--- config.mk ---
export PLATFORM = sky130hd
export DESIGN_NAME = fir_engine_ctrl
export DESIGN_NICKNAME = d
export VERILOG_FILES = /design/src/rtl/fir_engine_ctrl.sv
export SDC_FILE = /design/constraint.sdc
export NUM_CORES = 2
export LEC_CHECK = 0
export CORE_MARGIN = 1.5
export CORE_UTILIZATION = 30
export DETAILED_ROUTE_END_ITERATION = 8
export PLACE_DENSITY = 0.55
export SETUP_SLACK_MARGIN = 0.2
export SLEW_MARGIN = 25
export SYNTH_ARGS = -nofsm -noshare
export SYNTH_HDL_FRONTEND = slang
export SYNTH_SLANG_ARGS = --single-unit
export TNS_END_PERCENT = 100
--- constraint.sdc ---
create_clock -name axis_clk -period 12.85 [get_ports axis_clk]
set_input_delay 3.2125 -clock axis_clk [delete_from_list [all_inputs] [get_ports axis_clk]]
set_output_delay 3.2125 -clock axis_clk [all_outputs]
set_load 0.005 [all_outputs]
--- src/rtl/fir_engine_ctrl.sv ---
// fir_engine_ctrl: sequencer for the 11-tap FIR datapath.
// Owns the tap and data BRAM ports while a run is active, keeps the data BRAM
// as a circular sample buffer (head = newest sample), performs one MAC pass per
// accepted input sample and streams each result out on the master AXI-Stream.
// Status and stream outputs are registers. The BRAM ports are a decode of the
// registered state because the sample write has to land in the handshake
// cycle so that the first MAC read of the same index sees the new sample.

module fir_engine_ctrl #(
    parameter int pADDR_WIDTH = 12,
    parameter int pDATA_WIDTH = 32,
    parameter int Tape_Num    = 11
) (
    input  logic                   axis_clk,
    input  logic                   axis_rst,
    input  logic                   ap_start,
    input  logic [31:0]            data_length,
    output logic                   ap_idle,
    output logic                   ap_done,
    output logic                   len_err,
    input  logic                   ss_tvalid,
    output logic                   ss_tready,
    input  logic [pDATA_WIDTH-1:0] ss_tdata,
    input  logic                   ss_tlast,
    output logic                   sm_tvalid,
    input  logic                   sm_tready,
    output logic [pDATA_WIDTH-1:0] sm_tdata,
    output logic                   sm_tlast,
    output logic                   tap_EN,
    output logic [pADDR_WIDTH-1:0] tap_A,
    input  logic [pDATA_WIDTH-1:0] tap_Do,
    output logic [3:0]             data_WE,
    output logic                   data_EN,
    output logic [pADDR_WIDTH-1:0] data_A,
    output logic [pDATA_WIDTH-1:0] data_Di,
    input  logic [pDATA_WIDTH-1:0] data_Do
);

    // Index width also covers the value Tape_Num, used as the MAC drain step.
    localparam int               IDX_W    = $clog2(Tape_Num + 1);
    localparam logic [IDX_W-1:0] LAST_IDX = IDX_W'(Tape_Num - 1);
    localparam logic [IDX_W-1:0] DRAIN_K  = IDX_W'(Tape_Num);
    localparam logic [IDX_W:0]   TAPS_EXT = (IDX_W + 1)'(Tape_Num);

    typedef enum logic [2:0] {
        ST_IDLE    = 3'd0,
        ST_CLEAR   = 3'd1,
        ST_WAIT_IN = 3'd2,
        ST_MAC     = 3'd3,
        ST_OUT     = 3'd4,
        ST_DONE    = 3'd5
    } state_t;

    // Byte address of a BRAM word index (word = 4 bytes).
    function automatic logic [pADDR_WIDTH-1:0] idx_to_addr(input logic [IDX_W-1:0] idx);
        logic [pADDR_WIDTH-1:0] addr;
        addr = '0;
        addr[IDX_W+1:2] = idx;
        return addr;
    endfunction

    // (base - back) mod Tape_Num, for base/back in 0..Tape_Num-1.
    function automatic logic [IDX_W-1:0] circ_idx(input logic [IDX_W-1:0] base,
                                                   input logic [IDX_W-1:0] back);
        logic [IDX_W:0] sum;
        if (base >= back) begin
            sum = {1'b0, base} - {1'b0, back};
        end else begin
            sum = {1'b0, base} + TAPS_EXT - {1'b0, back};
        end
        return sum[IDX_W-1:0];
    endfunction

    state_t                 state_r, state_nxt_s;
    logic [IDX_W-1:0]       k_r, k_nxt_s;
    logic [IDX_W-1:0]       head_r, head_nxt_s;
    logic [31:0]            count_r, count_nxt_s;
    logic [pDATA_WIDTH-1:0] acc_r, acc_nxt_s;
    logic                   ap_idle_r, ap_idle_nxt_s;
    logic                   ap_done_r, ap_done_nxt_s;
    logic                   len_err_r, len_err_nxt_s;
    logic                   ss_tready_r, ss_tready_nxt_s;
    logic                   sm_tvalid_r, sm_tvalid_nxt_s;
    logic [pDATA_WIDTH-1:0] sm_tdata_r, sm_tdata_nxt_s;
    logic                   sm_tlast_r, sm_tlast_nxt_s;

    logic                   tap_en_s;
    logic [pADDR_WIDTH-1:0] tap_a_s;
    logic [3:0]             data_we_s;
    logic                   data_en_s;
    logic [pADDR_WIDTH-1:0] data_a_s;
    logic [pDATA_WIDTH-1:0] data_di_s;

    logic                   in_hs_s;
    logic [31:0]            count_inc_s;
    logic [pDATA_WIDTH-1:0] prod_lo_s;
    logic [pDATA_WIDTH-1:0] acc_add_s;

    assign in_hs_s     = ss_tvalid & ss_tready_r;
    assign count_inc_s = count_r + 32'd1;
    // Low word of a two's-complement product is the same for signed and
    // unsigned operands, so a plain same-width multiply gives the signed result.
    assign prod_lo_s   = tap_Do * data_Do;
    assign acc_add_s   = acc_r + prod_lo_s;

    // Next-state, next-register values and BRAM port decode.
    always_comb begin
        state_nxt_s     = state_r;
        k_nxt_s         = k_r;
        head_nxt_s      = head_r;
        count_nxt_s     = count_r;
        acc_nxt_s       = acc_r;
        ap_idle_nxt_s   = ap_idle_r;
        ap_done_nxt_s   = ap_done_r;
        len_err_nxt_s   = len_err_r;
        ss_tready_nxt_s = ss_tready_r;
        sm_tvalid_nxt_s = sm_tvalid_r;
        sm_tdata_nxt_s  = sm_tdata_r;
        sm_tlast_nxt_s  = sm_tlast_r;
        tap_en_s        = 1'b0;
        tap_a_s         = '0;
        data_we_s       = 4'h0;
        data_en_s       = 1'b0;
        data_a_s        = '0;
        data_di_s       = '0;

        case (state_r)
            ST_IDLE: begin
                if (ap_start) begin
                    state_nxt_s   = ST_CLEAR;
                    ap_idle_nxt_s = 1'b0;
                    ap_done_nxt_s = 1'b0;
                    len_err_nxt_s = 1'b0;
                    count_nxt_s   = 32'd0;
                    head_nxt_s    = '0;
                    k_nxt_s       = '0;
                end else begin
                    state_nxt_s = ST_IDLE;
                end
            end

            ST_CLEAR: begin
                // Wipe the sample history so a run never sees the previous one.
                data_en_s = 1'b1;
                data_we_s = 4'hf;
                data_a_s  = idx_to_addr(k_r);
                if (k_r == LAST_IDX) begin
                    k_nxt_s = '0;
                    if (data_length == 32'd0) begin
                        state_nxt_s = ST_DONE;
                    end else begin
                        state_nxt_s     = ST_WAIT_IN;
                        ss_tready_nxt_s = 1'b1;
                    end
                end else begin
                    k_nxt_s = k_r + {{(IDX_W-1){1'b0}}, 1'b1};
                end
            end

            ST_WAIT_IN: begin
                data_a_s  = idx_to_addr(head_r);
                data_di_s = ss_tdata;
                if (in_hs_s) begin
                    data_en_s       = 1'b1;
                    data_we_s       = 4'hf;
                    count_nxt_s     = count_inc_s;
                    acc_nxt_s       = '0;
                    k_nxt_s         = '0;
                    ss_tready_nxt_s = 1'b0;
                    state_nxt_s     = ST_MAC;
                    // tlast is advisory only: a mismatch is flagged, never acted on.
                    if (ss_tlast != (count_inc_s == data_length)) begin
                        len_err_nxt_s = 1'b1;
                    end else begin
                        len_err_nxt_s = len_err_r;
                    end
                end else begin
                    state_nxt_s = ST_WAIT_IN;
                end
            end

            ST_MAC: begin
                // Step k issues reads for tap k / sample head-k; their data is
                // accumulated one step later, step Tape_Num only drains.
                if (k_r <= LAST_IDX) begin
                    tap_en_s  = 1'b1;
                    tap_a_s   = idx_to_addr(k_r);
                    data_en_s = 1'b1;
                    data_a_s  = idx_to_addr(circ_idx(head_r, k_r));
                end else begin
                    tap_en_s  = 1'b0;
                    data_en_s = 1'b0;
                end
                if (k_r != '0) begin
                    acc_nxt_s = acc_add_s;
                end else begin
                    acc_nxt_s = acc_r;
                end
                if (k_r == DRAIN_K) begin
                    k_nxt_s         = '0;
                    state_nxt_s     = ST_OUT;
                    sm_tvalid_nxt_s = 1'b1;
                    sm_tdata_nxt_s  = acc_add_s;
                    sm_tlast_nxt_s  = (count_r == data_length);
                end else begin
                    k_nxt_s = k_r + {{(IDX_W-1){1'b0}}, 1'b1};
                end
            end

            ST_OUT: begin
                if (sm_tready) begin
                    sm_tvalid_nxt_s = 1'b0;
                    sm_tdata_nxt_s  = '0;
                    sm_tlast_nxt_s  = 1'b0;
                    if (head_r == LAST_IDX) begin
                        head_nxt_s = '0;
                    end else begin
                        head_nxt_s = head_r + {{(IDX_W-1){1'b0}}, 1'b1};
                    end
                    if (sm_tlast_r) begin
                        state_nxt_s = ST_DONE;
                    end else begin
                        state_nxt_s     = ST_WAIT_IN;
                        ss_tready_nxt_s = 1'b1;
                    end
                end else begin
                    state_nxt_s = ST_OUT;
                end
            end

            ST_DONE: begin
                ap_done_nxt_s = 1'b1;
                ap_idle_nxt_s = 1'b1;
                state_nxt_s   = ST_IDLE;
            end

            default: begin
                state_nxt_s = ST_IDLE;
            end
        endcase
    end

    // State register.
    always_ff @(posedge axis_clk) begin
        if (axis_rst) begin
            state_r <= ST_IDLE;
        end else begin
            state_r <= state_nxt_s;
        end
    end

    // Counters, pointers, accumulator and registered outputs.
    always_ff @(posedge axis_clk) begin
        if (axis_rst) begin
            k_r         <= '0;
            head_r      <= '0;
            count_r     <= 32'd0;
            acc_r       <= '0;
            ap_idle_r   <= 1'b1;
            ap_done_r   <= 1'b0;
            len_err_r   <= 1'b0;
            ss_tready_r <= 1'b0;
            sm_tvalid_r <= 1'b0;
            sm_tdata_r  <= '0;
            sm_tlast_r  <= 1'b0;
        end else begin
            k_r         <= k_nxt_s;
            head_r      <= head_nxt_s;
            count_r     <= count_nxt_s;
            acc_r       <= acc_nxt_s;
            ap_idle_r   <= ap_idle_nxt_s;
            ap_done_r   <= ap_done_nxt_s;
            len_err_r   <= len_err_nxt_s;
            ss_tready_r <= ss_tready_nxt_s;
            sm_tvalid_r <= sm_tvalid_nxt_s;
            sm_tdata_r  <= sm_tdata_nxt_s;
            sm_tlast_r  <= sm_tlast_nxt_s;
        end
    end

    assign ap_idle   = ap_idle_r;
    assign ap_done   = ap_done_r;
    assign len_err   = len_err_r;
    assign ss_tready = ss_tready_r;
    assign sm_tvalid = sm_tvalid_r;
    assign sm_tdata  = sm_tdata_r;
    assign sm_tlast  = sm_tlast_r;
    assign tap_EN    = tap_en_s;
    assign tap_A     = tap_a_s;
    assign data_WE   = data_we_s;
    assign data_EN   = data_en_s;
    assign data_A    = data_a_s;
    assign data_Di   = data_di_s;

endmodule

==> flow_summary.ini <==
[outcome]
status = finished, final reports clean

[setup_path]
r2r_end = acc_r[31]$_SDFFE_PP0P_
worstSetupEndpoint = acc_r[31]$_SDFFE_PP0P_
cp-end-kind = flip-flop
cp-start-kind = input port
reg2reg_depth = 24
cp_max_fo = 27
crit_start = data_Do[5]
arrival_ns = 11.33
r2r_slack_ns = 5.58
worstReg2RegStart = acc_r[17]$_SDFFE_PP0P_
worstSetupPathType = input port to flip-flop
required_ns = 13.16

[floorplan]
die_w_um = 281
core_area_um2 = 76100
fp-row-count = 101
fp.dieH_um = 281
start_util = 0.304
dieArea_um2 = 78700
ios = 234

[placed_design]
dp_hpwl_um = 56700
pre_cts_ws_ns = 1.44
port-buffer-count = 217
globalplace.congestion = 0.890

[detailed_routing]
num_vias = 17750
wl_um = 67700
viasPerCell = 4.63
wl_per_cell_um = 17.6
drtIter0Drc = 1057
drcViolationCount = 0
drtAntennaViolNets = 0
drtPass1Iterations = 5

[sta]
period_share = 0.858
clock.fmax_ghz = 0.0907
setup_viol_count_final = 0
setup_ws_ns = 1.83
fin_tns_setup_ns = 0
fin_crit_ns = 11.02
tightest_slew_ns = 0.992
hold_viol = 0
rsz0062_at_grt = false
slew_headroom = 0.337
skew_ns = 0.0119
hold-worst-slack_ns = 0.456
drv_slew = 0

[final_layout]
nets = 3505
antenna_cells = 0
nFillCells = 7972
drive_above_1_share = 0.0275
syn2layout_area_growth_pct = 15.7
multi_input_area_um2 = 18300
seq_area_um2 = 2260

[clock_network]
cts_buffers = 17
postCtsHoldBufs = 0
clock-sinks = 113
clock_latency_ns = 0.42
cts_root_buf = clkbuf_16
clk_pin_slew_ns = 0.06
cts_setup_buffers = 0
htree_levels = 4
cts_resized = 0
cts_tree = done
cts_buffer_depth = 2

[grt]
grt_use_total = 0.178
grt_max_degree = 70
antenna_found_initial = 4
grt_pass1_wl_um = 109000
first_global_vias = 18501
grt-ovfl-total = 0

[yosys]
syn-cell-area_um2 = 23100
async_reset_ff_frac = 0
synth.distinct_cells = 72
synth_edf_count = 0
avgSynthCellArea_um2 = 8.65
synthCells = 2672
yosys_warnings = 0
ys_ff_latch = 113
yosysSeqAreaShare = 0.0979
synth_ff_type = dfxtp_1

[hold_path]
worstHoldPathType = flip-flop to flip-flop

[job]
drv_cap = 0
## worst max-delay path, stage by stage
cell and delay, ns:
clkdlybuf4s50_1 0.92, and2_1 0.44, fa_1 0.56, fa_1 0.44, fa_1 0.52, inv_1 0.05, fa_1 0.47, inv_1 0.05
fa_1 0.50, inv_1 0.06, fa_1 0.53, inv_1 0.05, fa_1 0.48, inv_1 0.07, fa_1 0.48, inv_1 0.04
ha_1 0.35, a21oi_1 0.22, o221ai_1 0.14, a41oi_1 0.36, a2bb2oi_1 0.25, o311ai_0 0.27, a41oi_1 0.34, xor2_1 0.22
o21ai_0 0.11, and2_1 0.16
## worst min-delay path by stage
stage | slack, ns | cells past startpoint | start | end
5_1_grt | 0.48 | 2 | acc_r[26]$_SDFFE_PP0P_ | acc_r[26]$_SDFFE_PP0P_
3_5_place_dp | 0.45 | 2 | sm_tdata[17]$_SDFFE_PP0P_ | sm_tdata[17]$_SDFFE_PP0P_
3_3_place_gp | 0.44 | 2 | sm_tdata[3]$_SDFFE_PP0P_ | sm_tdata[3]$_SDFFE_PP0P_
6_report | 0.46 | 2 | acc_r[26]$_SDFFE_PP0P_ | acc_r[26]$_SDFFE_PP0P_
4_1_cts | 0.46 | 2 | acc_r[26]$_SDFFE_PP0P_ | acc_r[26]$_SDFFE_PP0P_
2_1_floorplan | 0.43 | 2 | acc_r[24]$_SDFFE_PP0P_ | acc_r[24]$_SDFFE_PP0P_
## registers in the layout, summed over array words and instances (netlist names)
signal / count
k_r: 4
head_r: 4
state_r: 3
ss_tready: 1
count_r: 32
sm_tlast: 1
acc_r: 32
len_err: 1
sm_tdata: 32
sm_tvalid: 1
ap_idle: 1
ap_done: 1
## synth_stat cells (4+ instances only)
library cell / number / area (um2)
inv_1: 510 / 1910
a21oi_1: 62 / 310
ha_1: 137 / 1710
dfxtp_1: 113 / 2260
nand2b_1: 9 / 56.3
a22oi_1: 44 / 330
nor2_1: 121 / 454
nor3_1: 19 / 95.1
nand4_1: 21 / 131
a32o_1: 4 / 40.0
xor2_1: 49 / 429
buf_4: 20 / 150
nand2_1: 289 / 1080
o21ai_0: 34 / 170
o211ai_1: 5 / 37.5
and2_1: 325 / 2030
a31oi_1: 6 / 37.5
fa_1: 441 / 8830
nor4_1: 19 / 119
o22ai_1: 7 / 43.8
a21o_1: 16 / 120
or3_1: 13 / 81.3
o21bai_1: 4 / 30.0
o21a_1: 5 / 37.5
buf_2: 4 / 20.0
a211oi_1: 8 / 60.1
o31ai_1: 6 / 45.0
nand3_1: 38 / 190
xnor2_1: 106 / 928
nor2b_1: 7 / 43.8
clkbuf_1: 129 / 484
and3_1: 42 / 263
## metal layers
layer  wire [um]  share of wire  track usage  vias up
li1            -              -            -     8336
met1       32200           0.48        0.262     8825
met2       29700           0.44        0.273      541
met3        5140          0.076       0.0376       42
met4         519         0.0077       0.0212        6
met5          37        0.00055            0        -
## final cells by class
cell class | instances | share of cell area
clock buffer | 20 | 0.0167
inverter | 510 | 0.0716
clock inverter | 11 | 0.00519
timing repair buffer | 243 | 0.0876
tap | 1030 | 0.0482
sequential | 113 | 0.0846
multi-input combinational | 1908 | 0.686
## cell families (layout without fill, tap and decap cells)
family          count (synthesis)  count (layout)  synth area share
compound gates                229             229            0.0656
fa+ha+maj                     578             578             0.456
xor+xnor                      157             157            0.0604
mux                             4               4           0.00179
buf+inv                       666             784             0.112
other cells                     1              16          0.000162
simple gates                  924             924             0.206
flops                         113             113            0.0979
## cell usage in the layout, fill, tap and decap left out, drive strengths merged, types with 5 or more instances in the layout
cell / count
nor4: 20
xor2: 50
buf: 31
and3: 42
and2: 325
a21oi: 62
nand2: 289
nor2b: 7
o21a: 5
nand2b: 9
fa: 441
clkbuf: 20
a31oi: 6
clkdlybuf4s50: 212
o211ai: 5
clkinv: 6
conb: 16
or3: 13
nand3: 39
nor2: 122
a22oi: 44
o22ai: 7
o21ai: 35
xnor2: 106
a211oi: 8
ha: 137
nor3: 19
o31ai: 6
dfxtp: 113
a21o: 16
inv: 510
nand4: 22
## through the flow
step | std cells | instance area (um2) | util
final | 3835 | 26700 | 0.351
after global routing | 3835 | 26700 | 0.351
after floorplan | 2687 | 23200 | -
after CTS | 3835 | 26700 | 0.351
after global placement | 3804 | 26200 | 0.344
after detailed placement | 3804 | 26200 | 0.344
Power is not shown: default switching activity piles up to over one toggle a cycle in this logic, so the estimate is an artifact.
